### src/rtl/alu_exec_stage.sv
// Registered ALU execute stage: single-cycle logic/arith/compare ops and an
// iterative one-bit-per-cycle shifter, with valid/ready on both sides.
module alu_exec_stage (
   input  logic        clk,
   input  logic        reset,
   input  logic        in_valid,
   output logic        in_ready,
   input  logic [4:0]  ALUCtrl,
   input  logic        Sign,
   input  logic [31:0] in_a,
   input  logic [31:0] in_b,
   output logic        out_valid,
   input  logic        out_ready,
   output logic [31:0] out_result,
   output logic        out_zero,
   output logic        out_overflow,
   output logic        out_illegal
);

   localparam logic [4:0] OpAdd = 5'd0;
   localparam logic [4:0] OpSub = 5'd1;
   localparam logic [4:0] OpAnd = 5'd2;
   localparam logic [4:0] OpOr  = 5'd3;
   localparam logic [4:0] OpXor = 5'd4;
   localparam logic [4:0] OpNor = 5'd5;
   localparam logic [4:0] OpSll = 5'd6;
   localparam logic [4:0] OpSrl = 5'd7;
   localparam logic [4:0] OpSra = 5'd8;
   localparam logic [4:0] OpSlt = 5'd9;

   typedef enum logic [0:0] {StIdle, StShift} state_e;
   typedef enum logic [1:0] {ShSll, ShSrl, ShSra} shift_e;

   state_e      state_q, state_d;
   shift_e      sh_op_q, sh_op_d;
   logic [31:0] work_q, work_d;
   logic [4:0]  cnt_q, cnt_d;
   logic        out_valid_q, out_valid_d;
   logic [31:0] result_q, result_d;
   logic        zero_q, zero_d;
   logic        ovf_q, ovf_d;
   logic        ill_q, ill_d;

   logic [31:0] sum, diff, comb_result, work_step;
   logic        comb_ovf, comb_ill, is_shift, less, accept;
   shift_e      new_sh_op;

   // Single-cycle result for the op currently presented on the input side.
   always_comb begin
      sum         = in_a + in_b;
      diff        = in_a - in_b;
      less        = Sign ? ($signed(in_a) < $signed(in_b)) : (in_a < in_b);
      comb_result = '0;
      comb_ovf    = 1'b0;
      comb_ill    = 1'b0;
      is_shift    = 1'b0;
      new_sh_op   = ShSll;
      case (ALUCtrl)
         OpAdd: begin
            comb_result = sum;
            comb_ovf    = Sign & (in_a[31] == in_b[31]) & (sum[31] != in_a[31]);
         end
         OpSub: begin
            comb_result = diff;
            comb_ovf    = Sign & (in_a[31] != in_b[31]) & (diff[31] != in_a[31]);
         end
         OpAnd: comb_result = in_a & in_b;
         OpOr:  comb_result = in_a | in_b;
         OpXor: comb_result = in_a ^ in_b;
         OpNor: comb_result = ~(in_a | in_b);
         // Shift result here only matters for a zero amount, where it is B itself.
         OpSll: begin
            comb_result = in_b;
            is_shift    = 1'b1;
            new_sh_op   = ShSll;
         end
         OpSrl: begin
            comb_result = in_b;
            is_shift    = 1'b1;
            new_sh_op   = ShSrl;
         end
         OpSra: begin
            comb_result = in_b;
            is_shift    = 1'b1;
            new_sh_op   = ShSra;
         end
         OpSlt: comb_result = {31'd0, less};
         default: comb_ill = 1'b1;
      endcase
   end

   // One-bit step of the iterative shifter.
   always_comb begin
      work_step = work_q;
      case (sh_op_q)
         ShSll:   work_step = {work_q[30:0], 1'b0};
         ShSrl:   work_step = {1'b0, work_q[31:1]};
         ShSra:   work_step = {work_q[31], work_q[31:1]};
         default: work_step = work_q;
      endcase
   end

   // Handshake, FSM and output-register next state.
   always_comb begin
      state_d     = state_q;
      sh_op_d     = sh_op_q;
      work_d      = work_q;
      cnt_d       = cnt_q;
      out_valid_d = out_valid_q;
      result_d    = result_q;
      zero_d      = zero_q;
      ovf_d       = ovf_q;
      ill_d       = ill_q;

      in_ready = (state_q == StIdle) && (!out_valid_q || out_ready) && !reset;
      accept   = in_valid && in_ready;

      if (out_valid_q && out_ready) begin
         out_valid_d = 1'b0;
      end

      case (state_q)
         StIdle: begin
            if (accept) begin
               if (is_shift && (in_a[4:0] != 5'd0)) begin
                  work_d  = in_b;
                  sh_op_d = new_sh_op;
                  cnt_d   = in_a[4:0];
                  state_d = StShift;
               end else begin
                  out_valid_d = 1'b1;
                  result_d    = comb_result;
                  zero_d      = (comb_result == 32'd0);
                  ovf_d       = comb_ovf;
                  ill_d       = comb_ill;
               end
            end
         end
         StShift: begin
            work_d = work_step;
            cnt_d  = cnt_q - 5'd1;
            if (cnt_q == 5'd1) begin
               // The output register is free here: entry required it empty or draining.
               out_valid_d = 1'b1;
               result_d    = work_step;
               zero_d      = (work_step == 32'd0);
               ovf_d       = 1'b0;
               ill_d       = 1'b0;
               state_d     = StIdle;
            end
         end
         default: state_d = StIdle;
      endcase
   end

   // State registers with synchronous reset.
   always_ff @(posedge clk) begin
      if (reset) begin
         state_q     <= StIdle;
         sh_op_q     <= ShSll;
         work_q      <= '0;
         cnt_q       <= '0;
         out_valid_q <= 1'b0;
         result_q    <= '0;
         zero_q      <= 1'b0;
         ovf_q       <= 1'b0;
         ill_q       <= 1'b0;
      end else begin
         state_q     <= state_d;
         sh_op_q     <= sh_op_d;
         work_q      <= work_d;
         cnt_q       <= cnt_d;
         out_valid_q <= out_valid_d;
         result_q    <= result_d;
         zero_q      <= zero_d;
         ovf_q       <= ovf_d;
         ill_q       <= ill_d;
      end
   end

   assign out_valid    = out_valid_q;
   assign out_result   = result_q;
   assign out_zero     = zero_q;
   assign out_overflow = ovf_q;
   assign out_illegal  = ill_q;

endmodule

### config.mk
export PLATFORM = sky130hd
export DESIGN_NAME = alu_exec_stage
export DESIGN_NICKNAME = d
export VERILOG_FILES = /design/src/rtl/alu_exec_stage.sv
export SDC_FILE = /design/constraint.sdc
export NUM_CORES = 1
export LEC_CHECK = 0
export CAP_MARGIN = 20
export CORE_UTILIZATION = 53
export DETAILED_ROUTE_END_ITERATION = 6
export PLACE_DENSITY_LB_ADDON = 0.15
export RECOVER_POWER = 25
export SLEW_MARGIN = 10
export SYNTH_ARGS = -nofsm -noshare
export SYNTH_HDL_FRONTEND = slang
export SYNTH_SLANG_ARGS = --single-unit
### constraint.sdc
create_clock -name clk -period 3.18 [get_ports clk]
set_input_delay 0.636 -clock clk [delete_from_list [all_inputs] [get_ports clk]]
set_output_delay 0.636 -clock clk [all_outputs]
set_load 0.05 [all_outputs]
==> impl_results.md, run 1 <==
- Die W: 140 um
- Sequential area share after synthesis: 15.0%
- Hpwl dp: 38500 um
- Net Count, Synth: 1656
- Syn Inst Count: 1475
- Post-Syn Area per Cell: 6.88 um^2
- Port buffer count: 110
- Post-synth EDFFs: 0
- Worst EP kind: register data pin
- Synth top area cells: dfxtp_1 (15%), ha_1 (13%), nor2_1 (5.8%)
- Final RePlAce weighted congestion: 1.12
- FFs w/ async S/R, synth: 0%
- Starting Density: 54.2%
- Yosys synthesis warning count: 0
- Exit stage: global routing
- Status: did not finish
- Top_reg_cell synth: dfxtp_1
- CTS Hold Bufs: 0
- Seq cells post-synth: 76
- Log Error: [ERROR GRT-0232] Routing congestion too high. Check the congestion heatmap in the GUI.
- H-Tree Depth: 3
- GRT Overall Usage: 89.9%
- Post-Place Setup Slack: -1.22 ns
- CTS Buf Count: 9
- CTS root buf: clkbuf_16
- Area fraction of the dominant cell type after synthesis: 15.0%
- Io pins: 111
- Worst-path endpoint after global-route repair_timing: out_zero$_SDFFE_PP0P_/D
- Number of unique standard cell types used by synthesis: 79
- GRT overflow: 544
- Placement row count: 50
- Die height: 140 um
- Largest net degree at the start of global routing: 77
- Inst Count DP: 2177
- CTS Sinks: 76
- Top cell type by total area after synthesis: dfxtp_1
- Buffer levels on the longest clock path: 2
- Cell area after synthesis: 0.0101 mm^2
==> through the flow <==
stage / hold slack, ns / area [um^2]
floorplan: 0.455 / 10200
global placement: 0.446 / 14700
detailed placement: 0.454 / 14700
CTS: 0.463 / 16500
==> synth_stat cells (10+ instances only) <==
| cell type | n |
|---|---|
| o22ai_1 | 19 |
| a22oi_1 | 10 |
| a221o_1 | 15 |
| nor4_1 | 20 |
| o21bai_1 | 11 |
| nand2_1 | 144 |
| o211ai_1 | 34 |
| nor3_1 | 38 |
| a221oi_1 | 17 |
| o31ai_1 | 18 |
| clkbuf_1 | 73 |
| nand2b_1 | 26 |
| nor2b_1 | 17 |
| nor2_1 | 156 |
| o22a_1 | 14 |
| mux2i_1 | 12 |
| o21ai_0 | 100 |
| a211oi_1 | 36 |
| nand4_1 | 18 |
| inv_1 | 97 |
| a222oi_1 | 16 |
| ha_1 | 105 |
| a21oi_1 | 110 |
| or3_1 | 15 |
| a21o_1 | 17 |
| dfxtp_1 | 76 |
| buf_2 | 18 |
| a31oi_1 | 31 |
| nand3_1 | 37 |
==> layer usage <==
layer,global-route usage [%],overflow
met1,86.9,11
met2,106,343
met3,76.1,16
met4,97.7,171
met5,36.3,3
==> kinds of logic after synthesis <==
group | Yosys count | share of synthesized area (%)
AOI/OAI and AO/OA | 541 | 36.6
xor gates and xnor gates | 8 | 0.691
adders and majority gates | 107 | 13.3
buffers and inverters | 198 | 7.88
DFF | 76 | 15.0
muxes | 14 | 1.41
and+or+nand+nor | 531 | 25.1
==> what timing repair did <==
item                                    in CTS
pin swaps                                  119
buffers inserted                            60
endpoints found under the setup margin      29
gates resized for setup                    371
cloned                                       1
==> run 2, diff against run 1 <==
Settings changed: CORE_UTILIZATION 53 to 40.
Clock period 3.18 ns to 4.1 ns, I/O delays scaled along.
==> run 2 against run 1 <==
The run now ends clean. Area after synthesis stayed put. Synthesized cell count stayed put.
==> impl_results.md, run 2 <==
- Yosys synthesis warning count: 0
- Vias/cell: 6.09
- Clk pwr share: 23.0%
- RSZ-0062 raised after global routing: yes
- Max Cap Viol: 0
- Final setup TNS: 0 ns
- Worst-path maximum fanout: 9
- Post-route ant nets: 0
- Sequential cell area: 0.00152 mm^2
- Slew Limit Fails: 0
- Largest net degree at the start of global routing: 77
- Cell area after synthesis: 0.0101 mm^2
- Buffer levels on the longest clock path: 2
- GRT overflow: 0
- N_diodes: 0
- Seq cells post-synth: 76
- Flop pwr share: 24.5%
- Minimum clock period: 4.08 ns
- Worst Clk Skew: 0.0143 ns
- Most frequent cells in the layout: buf_4 (366), nor2_1 (154), nand2_1 (144), ha_1 (104), a21oi_1 (100)
- CTS Sinks: 76
- Worst Hold Class: reg -> reg
- Net Count, Synth: 1656
- Vias in the first global route: 12981
- Setup CP Type: in -> reg
- Rel. slew slack: 38.4%
- Worst EP arrival: 4.36 ns
- Comb power frac: 52.5%
- Die area: 0.0260 mm^2
- Hpwl dp: 39800 um
- Post-synthesis compound-gate area fraction: 36.6%
- Port buffer count: 110
- Most frequent cell after synthesis: nor2_1
- Clk_lat worst skew: 0.35 ns
- Synth Area in Simple Gates: 25.1%
- Layout net count: 2049
- Mux cell area share after synthesis: 1.41%
- Core ar.: 0.0246 mm^2
- CTS root buf: clkbuf_16
- 1st-iter DRT viols: 1495
- Power, Total: 3.22 mW
- Final RePlAce weighted congestion: 0.991
- Starting Density: 41.2%
- Number of unique standard cell types used by synthesis: 79
- Sequential area share after synthesis: 15.0%
- Top cell type by total area after synthesis: dfxtp_1
- Placement row count: 57
- Initial DRT Pass Iterations: 7
- Syn Inst Count: 1475
- Area fraction of the dominant cell type after synthesis: 15.0%
- Avg WL per Cell: 22.4 um
- Final setup violation count: 0
- Sw Ratio: 40.2%
- Area of the multi-input gates: 0.00808 mm^2
- Fin crit share: 99.6%
- Worst Max-Slew Pin Slew: 0.916 ns
- CTS Hold Bufs: 0
- Io pins: 111
- Sw power: 1.29 mW
- Top_reg_cell synth: dfxtp_1
- Slowest CP cell: clkdlybuf4s50_1
- Post-Synth XOR/XNOR Area: 0.691%
- Status: complete, no violations
- CTS tree: done
- FFs w/ async S/R, synth: 0%
- Worst Hold Slack: 0.452 ns
- Final wirelength: 49200 um
- Crit-path cells: clkdlybuf4s50_1 -> inv_1 -> ha_1 -> buf_4 -> buf_4 -> nand4_1 -> buf_4 -> o21bai_1 -> or2_2 -> a221o_1 -> a21oi_4 -> nand2_1 -> nor4_2 -> and4_1 -> nand4_1 -> o21ai_1
- Max Fclk: 0.245 GHz
- Worst ir drop on vdd: 0.000205 V
- Startpoint types: input pin
- Top post-synthesis cells by count: nor2_1 (156), nand2_1 (144), a21oi_1 (110)
- Adder-cell share of the synthesized area: 13.3%
- Layout cells sized above 1: 24.2%
- Layout area overhead: 44.1%
- Vias: 13389
- Post-Place Setup Slack: -0.652 ns
- Synth top area cells: dfxtp_1 (15%), ha_1 (13%), nor2_1 (5.8%)
- Final WS setup: 0.0153 ns
- First-pass GRT wire length: 75000 um
- Clk slew on worst S/H paths: 0.06 ns
- Hold Fails Final Rpt: 0
- Leakage: 6.34 nW
- CP most frequent cell: buf_4
- Worst Setup End Kind: flip-flop
- Post-Syn Area per Cell: 6.88 um^2
- Worst path max stage delay: 0.50 ns
- Initial antenna violation count: 0
- Internal Power: 1.93 mW
- CTS Buf Count: 9
- Drc violations: 0
- Power per cell area: 220 mW/mm^2
- H-Tree Depth: 3
- Post-synth EDFFs: 0
- Die height: 161 um
- WP data required: 4.38 ns
- GRT Overall Usage: 37.6%
- Most common cell after layout, fill and taps aside: buf_4
- Die W: 161 um
- Combinational family with the most area after synthesis: compound AO/OA/AOI/OAI gates
- FILL cells: 2390
-- run 2: cell counts after synthesis --
No cell type changed its count.
-- run 2: through the flow --
step                instances  instance area (um^2)  util (%)
floorplan                1475                 10100         -
global placement         2177                 14100      57.2
detailed placement       2177                 14100      57.2
CTS                      2196                 14500      58.8
global route             2197                 14600      59.4
finish                   2197                 14600      59.4
-- run 2: area by class of cell --
type | count | share of cell area, %
clock buffer | 11 | 1.59
sequential | 76 | 10.4
timing repair buffer | 483 | 27.2
inverter | 97 | 2.49
multi-input combinational | 1201 | 55.3
clock inverter | 5 | 0.248
tap | 324 | 2.77
-- run 2: timing repair --
action                                 in CTS  in global routing
buffers inserted                            3                  0
endpoints found under the hold margin       0                  0
gates resized for setup                    18                 37
pin swaps                                   6                 11
setup endpoints to repair                   7                 11
-- run 2: worst max-delay path: cells and delay by family --
kind / cells / cell delay (ns)
compound gates: 4 / 0.82
buf+inv: 5 / 1.05
simple gates: 6 / 1.38
fa+ha+maj: 1 / 0.29
-- run 2: routing by layer --
layer  up-vias  share of wire, %  GRT usage (%)
met1      6282                42           48.7
met4         0               5.6           20.7
met2       692                44           58.9
met5         -                 0              0
li1       6289                 -              -
met3       126               8.3           6.75
-- run 2: final timing paths --
check	end	start	slack (ns)	cells past startpoint
setup reg to reg	out_zero$_SDFFE_PP0P_	sh_op_q[1]$_SDFFE_PP0P_	0.65	9
setup / recovery	out_zero$_SDFFE_PP0P_	in_b[7]	0.02	16
hold / removal	out_result[4]$_SDFFE_PP0P_	out_result[4]$_SDFFE_PP0P_	0.45	2
hold reg to reg	out_result[4]$_SDFFE_PP0P_	out_result[4]$_SDFFE_PP0P_	0.45	2
-- run 2: cell families (layout without fill, tap and decap cells) --
family | count (synthesis) | after routing
compound gates | 541 | 541
simple gates | 531 | 531
buf+inv | 198 | 596
fa+ha+maj | 107 | 107
flops | 76 | 76
mux | 14 | 14
xor+xnor | 8 | 8
-- run 2: power by group through the flow --
stage / logic, mW / registers [mW] / clock network, mW
3_5_place_dp: 1.61 / 0.804 / 0
3_3_place_gp: 1.61 / 0.804 / 0
5_1_grt: 1.80 / 0.791 / 0.776
4_1_cts: 1.64 / 0.788 / 0.746
2_1_floorplan: 0.705 / 0.889 / 0
6_report: 1.69 / 0.788 / 0.741
No activity file was read; power rests on OpenSTA's default activity.
==> run 3, diff against run 2 <==
Settings changed: CELL_PAD_IN_SITES_DETAIL_PLACEMENT set to 0, CELL_PAD_IN_SITES_GLOBAL_PLACEMENT set to 1.
==> run 3 against run 2 <==
Core utilization shrank 0.82 points. Sequential power barely moved. Clock skew shrank 0.0076 ns. Critical endpoint unchanged. Sequential share of layout area grew 0.15 points.
==> impl_results.md, run 3 (synthesized netlist as in run 2, its figures left out) <==
- 1st-iter DRT viols: 1521
- CP most frequent cell: buf_4
- Slowest CP cell: clkdlybuf4s50_1
- Post-route ant nets: 0
- Initial antenna violation count: 0
- Sw power: 1.28 mW
- Minimum clock period: 3.98 ns
- Fin crit share: 97.0%
- Initial DRT Pass Iterations: 7
- Buffer levels on the longest clock path: 2
- Post-route insts no fill: 2174
- Flop pwr share: 24.7%
- Rel. slew slack: 29.3%
- N_diodes: 0
- Sequential cell area: 0.00152 mm^2
- Core ar.: 0.0246 mm^2
- Final wirelength: 48100 um
- Clk slew on worst S/H paths: 0.07 ns
- Clk pwr share: 23.3%
- Top delay family on crit path: compound AO/OA/AOI/OAI gates
- Most common cell after layout, fill and taps aside: buf_4
- Setup crit start: in_a[8]
- Final RePlAce weighted congestion: 1.00
- Leakage: 6.25 nW
- Final setup violation count: 0
- Worst Max-Slew Pin Slew: 1.06 ns
- CTS root buf: clkbuf_16
- Layout cells sized above 1: 23.2%
- First-pass GRT wire length: 72900 um
- Buffers plus inverters on the worst setup path: 4
- GRT Overall Usage: 36.5%
- Setup CP Type: in -> reg
- Area of the multi-input gates: 0.00807 mm^2
- Worst Clk Skew: 0.00669 ns
- Vias in the first global route: 12493
- Worst Setup End Kind: flip-flop
- WP data required: 4.38 ns
- CTS Sinks: 76
- Worst ir drop on vdd: 0.000198 V
- Io pins: 111
- Status: complete, no violations
- Layout area overhead: 42.2%
- Avg WL per Cell: 22.1 um
- Power per cell area: 221 mW/mm^2
- H-Tree Depth: 3
- Final setup TNS: 0 ns
- R2r worst-path depth: 10
- Drc violations: 0
- Max Cap Viol: 0
- Layout net count: 2027
- RSZ-0062 raised after global routing: yes
- Worst setup path end: out_zero$_SDFFE_PP0P_
- Comb power frac: 51.9%
- Sw Ratio: 40.2%
- Worst reg2reg path endpoint: out_zero$_SDFFE_PP0P_
- Hpwl dp: 38800 um
- GRT overflow: 0
- Power, Total: 3.18 mW
- Worst EP arrival: 4.25 ns
- Internal Power: 1.90 mW
- Die height: 161 um
- Worst Hold Class: reg -> reg
- Largest net degree at the start of global routing: 77
- Slew Limit Fails: 0
- Starting Density: 41.2%
- Hold Fails Final Rpt: 0
- Port buffer count: 110
- Max Fclk: 0.252 GHz
- FILL cells: 2462
- Die area: 0.0260 mm^2
- Clk_lat worst skew: 0.34 ns
- Worst path max stage delay: 0.48 ns
- Vias: 13192
- CTS Buf Count: 9
- CTS Hold Bufs: 0
- R2R Path Start: sh_op_q[1]$_SDFFE_PP0P_
- Flop2flop setup slack: 0.88 ns
- Vias/cell: 6.07
- Hold path start: out_result[4]$_SDFFE_PP0P_
- Die W: 161 um
- Placement row count: 57
- Most frequent cells in the layout: buf_4 (346), nor2_1 (155), nand2_1 (144), a21oi_1 (103), ha_1 (103)
- Crit-path cells: clkdlybuf4s50_1 -> inv_1 -> ha_1 -> buf_4 -> a21oi_2 -> buf_4 -> o31ai_1 -> o21bai_1 -> or2_2 -> a221o_1 -> a21oi_4 -> nand2_1 -> nor4_2 -> and4_4 -> nand4_1 -> o21ai_1
- Startpoint types: input pin
- CP Depth: 16
- Worst-path maximum fanout: 8
- CTS tree: done
- Inst Count DP: 2154
[run 3: cell types whose count changed in the layout (fill, tap and decap cells not counted), moves of 3 or more]
| cell | change |
|---|---|
| a21oi_1 | +3 |
| a211oi_2 | -3 |
| o21ai_1 | -4 |
| clkdlybuf4s50_1 | -3 |
| nor4_1 | -3 |
| o21ai_0 | +4 |
| buf_4 | -20 |
| nor4_2 | +3 |
[run 3: worst reg2reg max path, cell delays in order (launching register included)]
cell,delay [ns]
dfxtp_1,0.56
xnor2_2,0.28
buf_4,0.25
o22ai_1,0.16
nor2_1,0.10
nor4_1,0.70
nand3_1,0.28
nor4_1,0.24
nand4_1,0.25
a21o_1,0.28
o21ai_1,0.06
[run 3: stage by stage]
stage / setup WS [ns] / hold WS, ns / area [um^2] / utilization [%]
3_5_place_dp: -0.763 / 0.448 / 13900 / 56.5
6_report: 0.124 / 0.451 / 14400 / 58.6
4_1_cts: 0.000970 / 0.456 / 14300 / 58.0
5_1_grt: -0.0214 / 0.467 / 14400 / 58.6
2_1_floorplan: 0.141 / 0.455 / 10100 / -
3_3_place_gp: -0.750 / 0.445 / 13900 / 56.5
[run 3: area by class of cell]
type                            count  share of cell area [%]
Clock inverter                      6                   0.295
Tap cell                          324                    2.81
Sequential cell                    76                    10.5
Inverter                           97                    2.52
Timing Repair Buffer              461                    26.3
Multi-Input combinational cell   1201                    55.9
Clock buffer                        9                    1.56
[run 3: worst min path at each step]
stage	to	slack (ns)	cells past startpoint
after global placement	out_result[4]$_SDFFE_PP0P_	0.44	2
after floorplan	work_q[3]$_SDFFE_PP0P_	0.46	2
after CTS	out_result[4]$_SDFFE_PP0P_	0.46	2
final	out_result[4]$_SDFFE_PP0P_	0.45	2
after detailed placement	out_result[4]$_SDFFE_PP0P_	0.45	2
after global routing	out_result[4]$_SDFFE_PP0P_	0.47	2
[run 3: power by group through the flow]
stage                     logic [mW]  clock network, mW  registers, mW
after floorplan                0.705                  0          0.889
after global placement          1.58                  0          0.804
after detailed placement        1.58                  0          0.805
after CTS                       1.61              0.743          0.789
after global routing            1.76              0.786          0.792
final                           1.65              0.743          0.788
[run 3: repair_timing]
action	4_1_cts	5_1_grt
pin swaps	9	8
buffers inserted	3	2
endpoints found under the setup margin	5	9
resized for setup	19	30
[run 3: routing by layer]
metal	share of wire (%)	vias up	global-route usage, %
li1	-	6236	-
met1	42	6220	47.6
met2	45	640	58.9
met3	7.7	96	5.24
met4	5.1	0	17.7
met5	0	-	0
